`src/rtl/invaders_pixel_renderer.sv`:
```
// Two-stage pipelined pixel renderer for the invaders playfield: aliens on R, player on G, bullets on B.
// Define HIT_FLASH_EN to add a frame-counted white flash over the most recently destroyed alien cell.
module invaders_pixel_renderer #(
  parameter int NUM_ROWS     = 5,
  parameter int NUM_COLS     = 10,
  parameter int ALIEN_W      = 30,
  parameter int ALIEN_H      = 20,
  parameter int ALIEN_SP_X   = 10,
  parameter int ALIEN_SP_Y   = 10,
  parameter int PLAYER_W     = 30,
  parameter int PLAYER_H     = 20,
  parameter int NUM_BULLETS  = 4,
  parameter int BULLET_W     = 10,
  parameter int BULLET_H     = 20,
  parameter int FLASH_FRAMES = 8
) (
  input  logic                          Clk,
  input  logic                          Reset,
  input  logic [NUM_ROWS*NUM_COLS-1:0]  Aliens_Grid,
  input  logic [8:0]                    AliensRow,
  input  logic [9:0]                    AliensCol,
  input  logic [8:0]                    PlayerRow,
  input  logic [9:0]                    PlayerCol,
  input  logic [9*NUM_BULLETS-1:0]      BulletRow,
  input  logic [10*NUM_BULLETS-1:0]     BulletCol,
  input  logic [NUM_BULLETS-1:0]        BulletExists,
  input  logic [9:0]                    CounterX,
  input  logic [9:0]                    CounterY,
  input  logic                          inDisplayArea,
  input  logic                          FrameStart,
  output logic                          R,
  output logic                          G,
  output logic                          B
);

  localparam int          NUM_CELLS   = NUM_ROWS * NUM_COLS;
  localparam int          IDX_W       = (NUM_CELLS > 1) ? $clog2(NUM_CELLS) : 1;
  localparam logic [31:0] PITCH_X     = 32'(ALIEN_W + ALIEN_SP_X);
  localparam logic [31:0] PITCH_Y     = 32'(ALIEN_H + ALIEN_SP_Y);
  localparam logic [31:0] GRID_SPAN_X = 32'(NUM_COLS) * PITCH_X;
  localparam logic [31:0] GRID_SPAN_Y = 32'(NUM_ROWS) * PITCH_Y;
  localparam logic [31:0] ALIEN_W_L   = 32'(ALIEN_W);
  localparam logic [31:0] ALIEN_H_L   = 32'(ALIEN_H);
  localparam logic [31:0] NUM_COLS_L  = 32'(NUM_COLS);

  // All box bounds are 11 bits wide so a box hanging past X=1023 does not wrap to the left edge.
  logic [10:0]      pixX, pixY;
  logic [31:0]      dx, dy, colIdx, rowIdx;
  logic             cellInBox, alienHit, playerHit, bulletHit;
  logic [IDX_W-1:0] cellIdx;
  logic [10:0]      playerRight, playerBottom;
  logic [10:0]      bulletLeft, bulletTop;

  assign pixX = {1'b0, CounterX};
  assign pixY = {1'b0, CounterY};

  // Offsets into the alien grid are only meaningful when the pixel is right of / below the origin.
  assign dx     = 32'(pixX) - 32'({1'b0, AliensCol});
  assign dy     = 32'(pixY) - 32'({2'b00, AliensRow});
  assign colIdx = dx / PITCH_X;
  assign rowIdx = dy / PITCH_Y;

  assign cellInBox = (pixX >= {1'b0, AliensCol}) && (pixY >= {2'b00, AliensRow}) &&
                     (dx < GRID_SPAN_X) && (dy < GRID_SPAN_Y) &&
                     ((dx % PITCH_X) < ALIEN_W_L) && ((dy % PITCH_Y) < ALIEN_H_L);
  assign cellIdx   = IDX_W'(rowIdx * NUM_COLS_L + colIdx);
  assign alienHit  = cellInBox && Aliens_Grid[cellIdx];

  assign playerRight  = {1'b0, PlayerCol} + 11'(PLAYER_W);
  assign playerBottom = {2'b00, PlayerRow} + 11'(PLAYER_H);
  assign playerHit    = (pixX >= {1'b0, PlayerCol}) && (pixX < playerRight) &&
                        (pixY >= {2'b00, PlayerRow}) && (pixY < playerBottom);

  always_comb begin
    bulletHit  = 1'b0;
    bulletLeft = '0;
    bulletTop  = '0;
    for (int k = 0; k < NUM_BULLETS; k++) begin
      bulletLeft = {1'b0, BulletCol[10*k +: 10]};
      bulletTop  = {2'b00, BulletRow[9*k +: 9]};
      if (BulletExists[k] &&
          (pixX >= bulletLeft) && (pixX < bulletLeft + 11'(BULLET_W)) &&
          (pixY >= bulletTop) && (pixY < bulletTop + 11'(BULLET_H)))
        bulletHit = 1'b1;
    end
  end

  // ---- stage 1 boundary: registered hit flags ----
  logic vld_p1, alienHit_p1, playerHit_p1, bulletHit_p1;

  always_ff @(posedge Clk) begin
    if (Reset) begin
      vld_p1       <= 1'b0;
      alienHit_p1  <= 1'b0;
      playerHit_p1 <= 1'b0;
      bulletHit_p1 <= 1'b0;
    end else begin
      vld_p1       <= inDisplayArea;
      alienHit_p1  <= alienHit;
      playerHit_p1 <= playerHit;
      bulletHit_p1 <= bulletHit;
    end
  end

  logic flashPix;

`ifdef HIT_FLASH_EN
  logic                 cellInBox_p1;
  logic [IDX_W-1:0]     cellIdx_p1;
  logic [NUM_CELLS-1:0] PrevGrid, fell;
  logic [7:0]           FlashCount;
  logic [IDX_W-1:0]     FlashIdx, fellIdx;

  always_ff @(posedge Clk) begin
    if (Reset) cellInBox_p1 <= 1'b0;
    else       cellInBox_p1 <= cellInBox;
  end

  always_ff @(posedge Clk) begin
    cellIdx_p1 <= cellIdx;
  end

  // Only falling grid bits count as kills; a new wave refilling the grid starts no flash.
  assign fell = PrevGrid & ~Aliens_Grid;

  always_comb begin
    fellIdx = '0;
    for (int i = NUM_CELLS - 1; i >= 0; i--)
      if (fell[i]) fellIdx = IDX_W'(i);
  end

  always_ff @(posedge Clk) begin
    if (Reset) begin
      PrevGrid   <= Aliens_Grid;
      FlashCount <= 8'd0;
      FlashIdx   <= '0;
    end else if (FrameStart) begin
      PrevGrid <= Aliens_Grid;
      if (|fell) begin
        FlashIdx   <= fellIdx;
        FlashCount <= 8'(FLASH_FRAMES);
      end else if (FlashCount != 8'd0) begin
        FlashCount <= FlashCount - 8'd1;
      end
    end
  end

  assign flashPix = (FlashCount != 8'd0) && cellInBox_p1 && (cellIdx_p1 == FlashIdx);
`else
  logic unusedFrameStart;
  assign unusedFrameStart = FrameStart;
  assign flashPix         = 1'b0;
`endif

  logic [2:0] rgbNext;

  always_comb begin
    rgbNext = 3'b000;
    if (!vld_p1)           rgbNext = 3'b000;
    else if (flashPix)     rgbNext = 3'b111;
    else if (bulletHit_p1) rgbNext = 3'b001;
    else if (playerHit_p1) rgbNext = 3'b010;
    else if (alienHit_p1)  rgbNext = 3'b100;
  end

  // ---- stage 2 boundary: registered colour outputs ----
  always_ff @(posedge Clk) begin
    if (Reset) {R, G, B} <= 3'b000;
    else       {R, G, B} <= rgbNext;
  end

endmodule

```
`config.mk`:
```
export PLATFORM = sky130hd
export DESIGN_NAME = invaders_pixel_renderer
export DESIGN_NICKNAME = d
export VERILOG_FILES = /design/src/rtl/invaders_pixel_renderer.sv
export SDC_FILE = /design/constraint.sdc
export NUM_CORES = 1
export LEC_CHECK = 0
export CAP_MARGIN = 20
export CORE_ASPECT_RATIO = 1.5
export CORE_UTILIZATION = 45
export CTS_BUF_LIST = sky130_fd_sc_hd__clkbuf_4 sky130_fd_sc_hd__clkbuf_8
export DETAILED_ROUTE_END_ITERATION = 8
export GPL_ROUTABILITY_DRIVEN = 0
export PLACE_DENSITY = 0.72
export SKIP_CTS_REPAIR_TIMING = 1
export SYNTH_ARGS = -nofsm -noshare
export SYNTH_HDL_FRONTEND = slang
export SYNTH_SLANG_ARGS = --single-unit
```
`constraint.sdc`:
```
create_clock -name Clk -period 10.44 [get_ports Clk]
set_clock_uncertainty 0.1 [all_clocks]
set_input_delay 2.088 -clock Clk [delete_from_list [all_inputs] [get_ports Clk]]
set_output_delay 2.088 -clock Clk [all_outputs]
set_load 0.005 [all_outputs]
```
* Word-level counts from Yosys, hierarchy flattened *
Index checks and enable logic that the tools add are counted.

storage, ports and cells
  flip-flop bits (word level) = 7
  output and inout bits = 3

operators by class
  mux-type cells = 9
  add/sub/neg operators = 13
  reduce and logical (&&, ||, !) cells = 28
  $lt $le $gt $ge = 27
  divide/modulo/power cells = 4
  multipliers = 1
  bitwise logic cells = 1

operators by type and width
  operator                 number
  $lt A32 B5 Y1 const B    2
  $ge A10 B10 Y1           6
  $ge A10 B9 Y1            6
  $lt A10 B11 Y1           5
  $add A9 B5 Y10 const B   5
  $lt A10 B10 Y1           5
  $add A10 B4 Y11 const B  4
  $div A32 B5 Y32 const B  1
  $div A32 B6 Y32 const B  1
  $lt A32 B8 Y1 const B    1
  $lt A32 B9 Y1 const B    1
  $mod A32 B5 Y32 const B  1
  $mod A32 B6 Y32 const B  1
  $mul A32 B3 Y5 const B   1
  $logic_and A1 B1 Y1      25
  $add A10 B5 Y11 const B  1
  $sub A10 B10 Y11         1
  $sub A10 B9 Y11          1
  $lt A6 B7 Y1 const B     1
  $add A6 B6 Y6            1
  $bmux W1 S6              1
  $mux W1                  6
  $reduce_or A4 Y1         1
  $mux W3                  1
  4 further kinds          4

* Depth between registers and ports, before layout *
Gate-level depths: netlist (run 1).

  depth after elaboration = 9
  gate-level depth with buffers = 30
  mapped depth without buffers = 28

* Least setup slack after synthesis (run 1) *
Ideal clock, no wire load.

  path kind = input to register
  start = input port CounterY[0]
  end = register alienHit_p1
  setup slack = 1.981 ns
  data required time = 10.249 ns
  cell stages on the path = 28
  arrival time = 8.268 ns
  buffers on the path = 2
  cell sequence = inv_1 > ha_1 > inv_1 > fa_1 > a211oi_2 > o211a_1 > o211ai_2 > o311a_1 > buf_4 > a32oi_1 > nand3_1 > a22oi_1 > a21oi_1 > clkbuf_1 > o21ai_0 > a22oi_1 > o41ai_1 > ha_1 > ha_1 > ha_1 > a21oi_1 > xnor2_1 > xnor2_1 > xnor2_1 > xnor2_1 > o211ai_1 > a311o_1 > nor4bb_1

between the ends
  word-level cells in the longest chain between the ends = 7
  elaborated cells on any way between the ends = 16
  those cells by class = 2 x add/sub; 1 x mul; 2 x div; 3 x order compare; 2 x mux; 6 x reduce/logical

ends and longest elaborated chain
  what                                                                  RTL line  text
  from (decl)                                                           28        input logic [9:0] CounterY,
  $sub A10 B9 Y11 or $ge A10 B9 Y1 (tied branches)                      59, 63
  $div A32 B5 Y32 or $logic_and A1 B1 Y1 (tied branches)                61, 63
  $mul A32 B3 Y5 or $logic_and A1 B1 Y1 (tied branches)                 66, 63
  $add A6 B6 Y6 or $logic_and A1 B1 Y1 (tied branches)                  66, 64
  $bmux W1 S6 or $logic_and A1 B1 Y1 (tied branches)                    67, 64
  $mux W1 (implied by the code) or $logic_and A1 B1 Y1 (tied branches)  67, 65
  $logic_and A1 B1 Y1 *                                                 67        assign alienHit = cellInBox && Aliens_Grid[cellIdx];
  to (signal assigned)                                                  99        alienHit_p1 <= alienHit;
  to (decl)                                                             89        logic vld_p1, alienHit_p1, playerHit_p1, bulletHit_p1;

Every way passes the cells marked *; elsewhere a longest branch is shown, timed or not. The select of a mux whose other input is x is not followed.
A chain may end at the register's enable or synchronous reset.

* Final worst setup path (run 1) *
Ends and elaborated chain as after synthesis.

==> results of run 1 <==
-- state kept, by name, summed over array words and instances, names as in the netlist --
| signal | count |
|---|---|
| playerHit_p1 | 1 |
| vld_p1 | 1 |
| G | 1 |
| alienHit_p1 | 1 |
| bulletHit_p1 | 1 |
| B | 1 |
| R | 1 |
-- per-layer routing --
layer / part of all wire [%] / routed length [um] / track usage [%]
met5: 0 / 0 / 0
met4: 2.2 / 533 / 5.21
met3: 5.5 / 1350 / 4.38
met2: 54 / 13300 / 47.6
met1: 39 / 9550 / 22.8
-- cell families after synthesis --
family | Yosys count
compound gates | 393
simple gates | 340
fa+ha+maj | 220
xor+xnor | 96
mux | 20
flops | 7
buf+inv | 167
-- critical path: stages --
cell and delay, ps:
clkdlybuf4s50_1 400, inv_1 180, ha_1 200, inv_1 50, fa_1 460, a211oi_2 390, o211ai_1 180, o211ai_2 160
o311a_1 570, nand2_1 180, o22ai_1 360, nand3_1 190, a22oi_1 490, a21oi_1 150, o21ai_0 210, a22oi_1 90
o41ai_1 820, ha_1 380, ha_1 290, ha_1 300, a21oi_1 160, xnor2_1 150, xnor2_1 150, xnor2_1 100
xnor2_1 290, o211ai_1 180, a311o_1 290, nor4bb_1 290
-- where the power goes --
| group | internal [W] | total (W) | switching (W) | leakage (nW) |
|---|---|---|---|---|
| Sequential | 0.0000277 | 0.0000283 | 0.000000560 | 0.0568 |
| Clock | 0.0000289 | 0.0000399 | 0.0000109 | 0.0262 |
| Combinational | 0.000683 | 0.00153 | 0.000845 | 5.19 |
| Total | 0.000740 | 0.00160 | 0.000857 | 5.27 |
-- cells in the final DEF, fill, tap and decap left out, types with 4 or more instances in the layout --
| master | count |
|---|---|
| and2_1 | 5 |
| o211ai_1 | 19 |
| ha_1 | 217 |
| or4_1 | 4 |
| o21a_1 | 11 |
| clkdlybuf4s50_1 | 193 |
| a211oi_1 | 14 |
| inv_1 | 139 |
| nand4_1 | 5 |
| nand2_1 | 51 |
| xnor2_1 | 74 |
| a21oi_1 | 109 |
| o41ai_1 | 4 |
| mux2i_1 | 10 |
| a21o_1 | 40 |
| nor3_1 | 50 |
| nand3_1 | 19 |
| o31ai_1 | 5 |
| and3_1 | 11 |
| nand4b_1 | 4 |
| mux4_2 | 6 |
| xor2_1 | 20 |
| nor3b_1 | 7 |
| o21bai_1 | 10 |
| o21ai_0 | 84 |
| or2_2 | 9 |
| dfxtp_1 | 7 |
| nor2_1 | 47 |
| nor2b_1 | 42 |
| nand2b_1 | 55 |
| or3_1 | 8 |
| o22ai_1 | 9 |
| o21ai_1 | 6 |
| a31oi_1 | 13 |
| buf_4 | 12 |
| a221oi_1 | 4 |
| nand3b_1 | 8 |
-- synthesized netlist by cell type, types with 5 or more instances --
master	number	share of area [%]
ha_1	217	29
inv_1	139	5.6
a21oi_1	109	5.9
o21ai_0	84	4.5
xnor2_1	74	7.0
nand2b_1	55	3.7
nand2_1	51	2.1
nor3_1	50	2.7
nor2_1	47	1.9
nor2b_1	42	2.8
a21o_1	40	3.2
xor2_1	20	1.9
nand3_1	19	1.0
o211ai_1	19	1.5
a211oi_1	14	1.1
clkbuf_1	14	0.57
a31oi_1	13	0.87
and3_1	11	0.74
o21a_1	11	0.89
mux2i_1	10	1.1
o21bai_1	10	0.81
o22ai_1	9	0.61
or2_2	9	0.61
nand3b_1	8	0.65
or3_1	8	0.54
buf_2	7	0.38
dfxtp_1	7	1.5
nor3b_1	7	0.57
mux4_2	6	1.5
o21ai_1	6	0.32
and2_1	5	0.34
nand4_1	5	0.34
o31ai_1	5	0.40
-- area by class of cell --
cell class	count	area (um2)	area share, %
clock buffers	4	48.8	0.423
inverters	139	522	4.52
multi-input cells	1069	8480	73.5
well taps	264	330	2.86
flip-flops and latches	7	140	1.21
repair buffers	205	2020	17.5
-- metrics by stage --
stage               hold WS, ps  power (W)  utilization, %  std cells  area, um2
floorplan                   290    0.00121               -       1243       9300
global placement            347    0.00153            56.5       1684      11500
detailed placement          337    0.00155            56.5       1684      11500
CTS                         345    0.00160            56.8       1688      11500
global route                375    0.00178            56.8       1688      11500
finish                      349    0.00160            56.8       1688      11500
-- path summary, 6_finish.rpt --
check                             startpoint           to  slack (ps)  cells past startpoint
worst max-delay path             CounterY[0]  alienHit_p1         690                     28
worst max register to register        vld_p1            R        9540                      2
worst min-delay path            playerHit_p1            R         350                      1
worst min register to register  playerHit_p1            R         350                      1
==> results.json, run 1 <==
{
  "vias": 9608,
  "cp-start-kind": "input port",
  "synth_ff_type": "dfxtp_1",
  "viasPerCell": 5.69,
  "drt-total-wl_mm": 24.8,
  "tightest_slew_ps": 1000,
  "crit_fanout": 13,
  "initial_utilization_pct": 45.7,
  "die_width_um": 119,
  "leakagePower_nw": 5.27,
  "wl_per_cell_um": 14.7,
  "status": "finished, final reports clean",
  "min_path_type": "flop to flop",
  "grt_max_degree": 25,
  "setup_slack_ps": 687,
  "synthArstFlopShare_pct": 0,
  "ctsHtreeMaxLevel": 1,
  "synth_area_per_cell_um2": 7.48,
  "cts_sinks": 7,
  "drc_errors": 0,
  "end_kind": "flop",
  "grt_first_pass_wirelength_mm": 41.1,
  "yosys.area_share.simple_pct": 20.2,
  "dp_hpwl_mm": 21.6,
  "grt_overflow": 0,
  "drv_cap": 0,
  "num_antenna_cells": 0,
  "drt-initial-drc-count": 229,
  "insertion_delay_ps": 230,
  "synth_compound_gate_area_share_pct": 28.7,
  "fp.coreArea_mm2": 0.0203,
  "synth_top_family_by_area": "adder cells",
  "port_buffers": 193,
  "antenna_left": 0,
  "ys_ff_latch": 7,
  "fillers": 1993,
  "synth_edf_count": 0,
  "critPathKind": "input port to flop",
  "grt_usage_pct": 22.9,
  "grt_setup_unrepaired": "false",
  "ys_warn_count": 0,
  "yosysSeqAreaShare_pct": 1.51,
  "p_per_area_mw_per_mm2": 138,
  "cts_buffers": 3,
  "drive_above_1_share_pct": 4.63,
  "syn2layout_area_growth_pct": 24.2,
  "cts_buffer_depth": 2,
  "cts-root-buf": "clkbuf_8",
  "syn-num-nets": 1655,
  "syn_area_mm2": 0.00930,
  "clk_pin_slew_worst_paths_ps": 40,
  "fin_setup_tns_ps": 0,
  "rows": 64,
  "cp.arrival_ps": 9770,
  "finalSetupViolations": 0,
  "vdd_drop_max_uv": 179,
  "cts_tree": "yes",
  "max_freq_ghz": 0.103,
  "drv_slew": 0,
  "io_pins": 195,
  "die_y_um": 178,
  "syn_inst": 1243,
  "synth_fa_ha_area_share_pct": 29.9,
  "min_period_ps": 9750,
  "dieArea_mm2": 0.0212,
  "pre_cts_ws_ps": 538,
  "synth_cell_type_count": 96,
  "synth_xor_area_share_pct": 9.33,
  "fin_crit_sh_pct": 93.4,
  "synthMuxAreaShare_pct": 3.22,
  "critical_path_required_ps": 10460,
  "maxSlewHeadroom_pct": 33.1,
  "final_nets": 1837,
  "hold_violations": 0,
  "drtPass1Iterations": 5,
  "grt_pass1_vias": 9548,
  "antenna_found_initial": 0
}
Note: power is estimated with default switching activity, not from simulation.
==> inputs of run 2 (changes only) <==
- SKIP_LAST_GASP: default -> 1
==> results of run 2 <==
No change in the layout: final DEF, timing and power equal those of run 1.
==> inputs of run 3 (changes only) <==
- REMOVE_ABC_BUFFERS: default -> 1
==> run 3 against run 2 <==
Against the previous run: combinational power about the same; critical path depth up 1; sequential cell count unchanged; clock-buffer cell count unchanged; sequential power about the same; final cell count up 0.30%; setup slack better by 74 ps; maximum frequency up 0.77%; largest power group unchanged; highest routed layer unchanged.
==> results.json, run 3 (same netlist as run 1, synthesis figures left out) <==
{
  "postPlaceCellArea_mm2": 0.0115,
  "syn2layout_area_growth_pct": 24.6,
  "grt_first_pass_wirelength_mm": 41.9,
  "crit_start": "CounterY[0]",
  "fp.coreArea_mm2": 0.0203,
  "io_pins": 195,
  "endpoint": "alienHit_p1",
  "die_width_um": 119,
  "register_area_um2": 140,
  "viasPerCell": 5.72,
  "drv_cap": 0,
  "max_freq_ghz": 0.103,
  "leakagePower_nw": 5.29,
  "port_buffers": 193,
  "final_nets": 1842,
  "crit_fanout": 13,
  "vias": 9692,
  "power.total_w": 0.00161,
  "worstReg2RegStart": "vld_p1",
  "drt-total-wl_mm": 24.8,
  "tightest_slew_ps": 891,
  "rrSetupSlack_ps": 9540,
  "cts_buffer_depth": 2,
  "end_kind": "flop",
  "antenna_left": 0,
  "grt_pass1_vias": 9450,
  "dieArea_mm2": 0.0212,
  "cts-root-buf": "clkbuf_8",
  "grt_max_degree": 25,
  "critPathKind": "input port to flop",
  "design_area_mm2": 0.0116,
  "min_period_ps": 9680,
  "place_inst": 1688,
  "ctsHtreeMaxLevel": 1,
  "fin_setup_tns_ps": 0,
  "clk_pin_slew_worst_paths_ps": 40,
  "num_antenna_cells": 0,
  "cts_buffers": 3,
  "critical_path_required_ps": 10480,
  "hold_violations": 0,
  "drive_above_1_share_pct": 4.97,
  "maxSlewHeadroom_pct": 40.6,
  "antenna_found_initial": 0,
  "fillers": 1957,
  "crit_slowest_cell": "a21oi_1",
  "fin_crit_sh_pct": 92.7,
  "drtPass1Iterations": 4,
  "cts_sinks": 7,
  "rows": 64,
  "dp_hpwl_mm": 21.5,
  "slowest_delay_ps": 800,
  "rr_endpoint": "R",
  "die_y_um": 178,
  "grt_usage_pct": 23.3,
  "cts_tree": "yes",
  "p_per_area_mw_per_mm2": 139,
  "initial_utilization_pct": 45.7,
  "finalSetupViolations": 0,
  "drt-initial-drc-count": 332,
  "layout_commonest_cell": "ha_1",
  "multi_input_area_mm2": 0.00848,
  "wl_per_cell_um": 14.7,
  "status": "finished, final reports clean",
  "drc_errors": 0,
  "layout_common_cells": "ha_1, clkdlybuf4s50_1, inv_1",
  "stdcell_count": 1693,
  "insertion_delay_ps": 230,
  "vdd_drop_max_uv": 192,
  "grt_overflow": 0,
  "cp.arrival_ps": 9720,
  "grt_setup_unrepaired": "false",
  "cp-start-kind": "input port",
  "worst_r2r_path_depth": 2,
  "drv_slew": 0,
  "min_path_type": "flop to flop"
}
[run 3: cell count changes in the layout (fill, tap and decap cells not counted), sizes merged]
cell / change
buf: +5
[run 3: power by group]
part	switching [W]	total, W	internal, W
Sequential	0.000000377	0.0000281	0.0000277
Clock	0.0000118	0.0000408	0.0000290
Combinational	0.000855	0.00155	0.000691
Total	0.000867	0.00161	0.000748
[run 3: per-stage QoR]
step	setup WS [ps]	utilization, %	hold WS, ps
after CTS	794	56.9	318
after floorplan	2040	-	290
after detailed placement	601	56.7	314
after global placement	638	56.7	299
after global routing	131	57.0	365
final	762	57.0	319
[run 3: critical path: cells and delay by family]
family | cells | cell delay, ps
buffers and inverters | 4 | 810
AND/OR/NAND/NOR | 4 | 1200
AO/OA/AOI/OAI | 12 | 3400
adder cells (fa/ha/maj) | 5 | 1530
XOR/XNOR | 4 | 700
[run 3: how the worst min path moves through the flow]
stage                 start  to  slack (ps)  depth (start not counted)
4_1_cts        playerHit_p1   R         320                          1
5_1_grt        playerHit_p1   R         360                          1
3_3_place_gp   playerHit_p1   R         300                          1
2_1_floorplan  playerHit_p1   R         290                          1
6_report       playerHit_p1   R         320                          1
3_5_place_dp   playerHit_p1   R         310                          1
[run 3: area by class of cell]
type | count | area share (%)
multi-input cells | 1069 | 73.2
repair buffers | 210 | 17.8
inverters | 139 | 4.50
well taps | 264 | 2.85
flip-flops and latches | 7 | 1.21
clock buffers | 4 | 0.421
[run 3: metal layers]
layer  vias to the layer above  wire, um  share of wire (%)  track usage [%]
met3                        45      1280                5.2             3.74
met5                         -         0                  0                0
li1                       4927         -                  -                -
met4                         0       626                2.5             5.73
met2                       250     13100                 53             47.1
met1                      4470      9840                 40             24.5
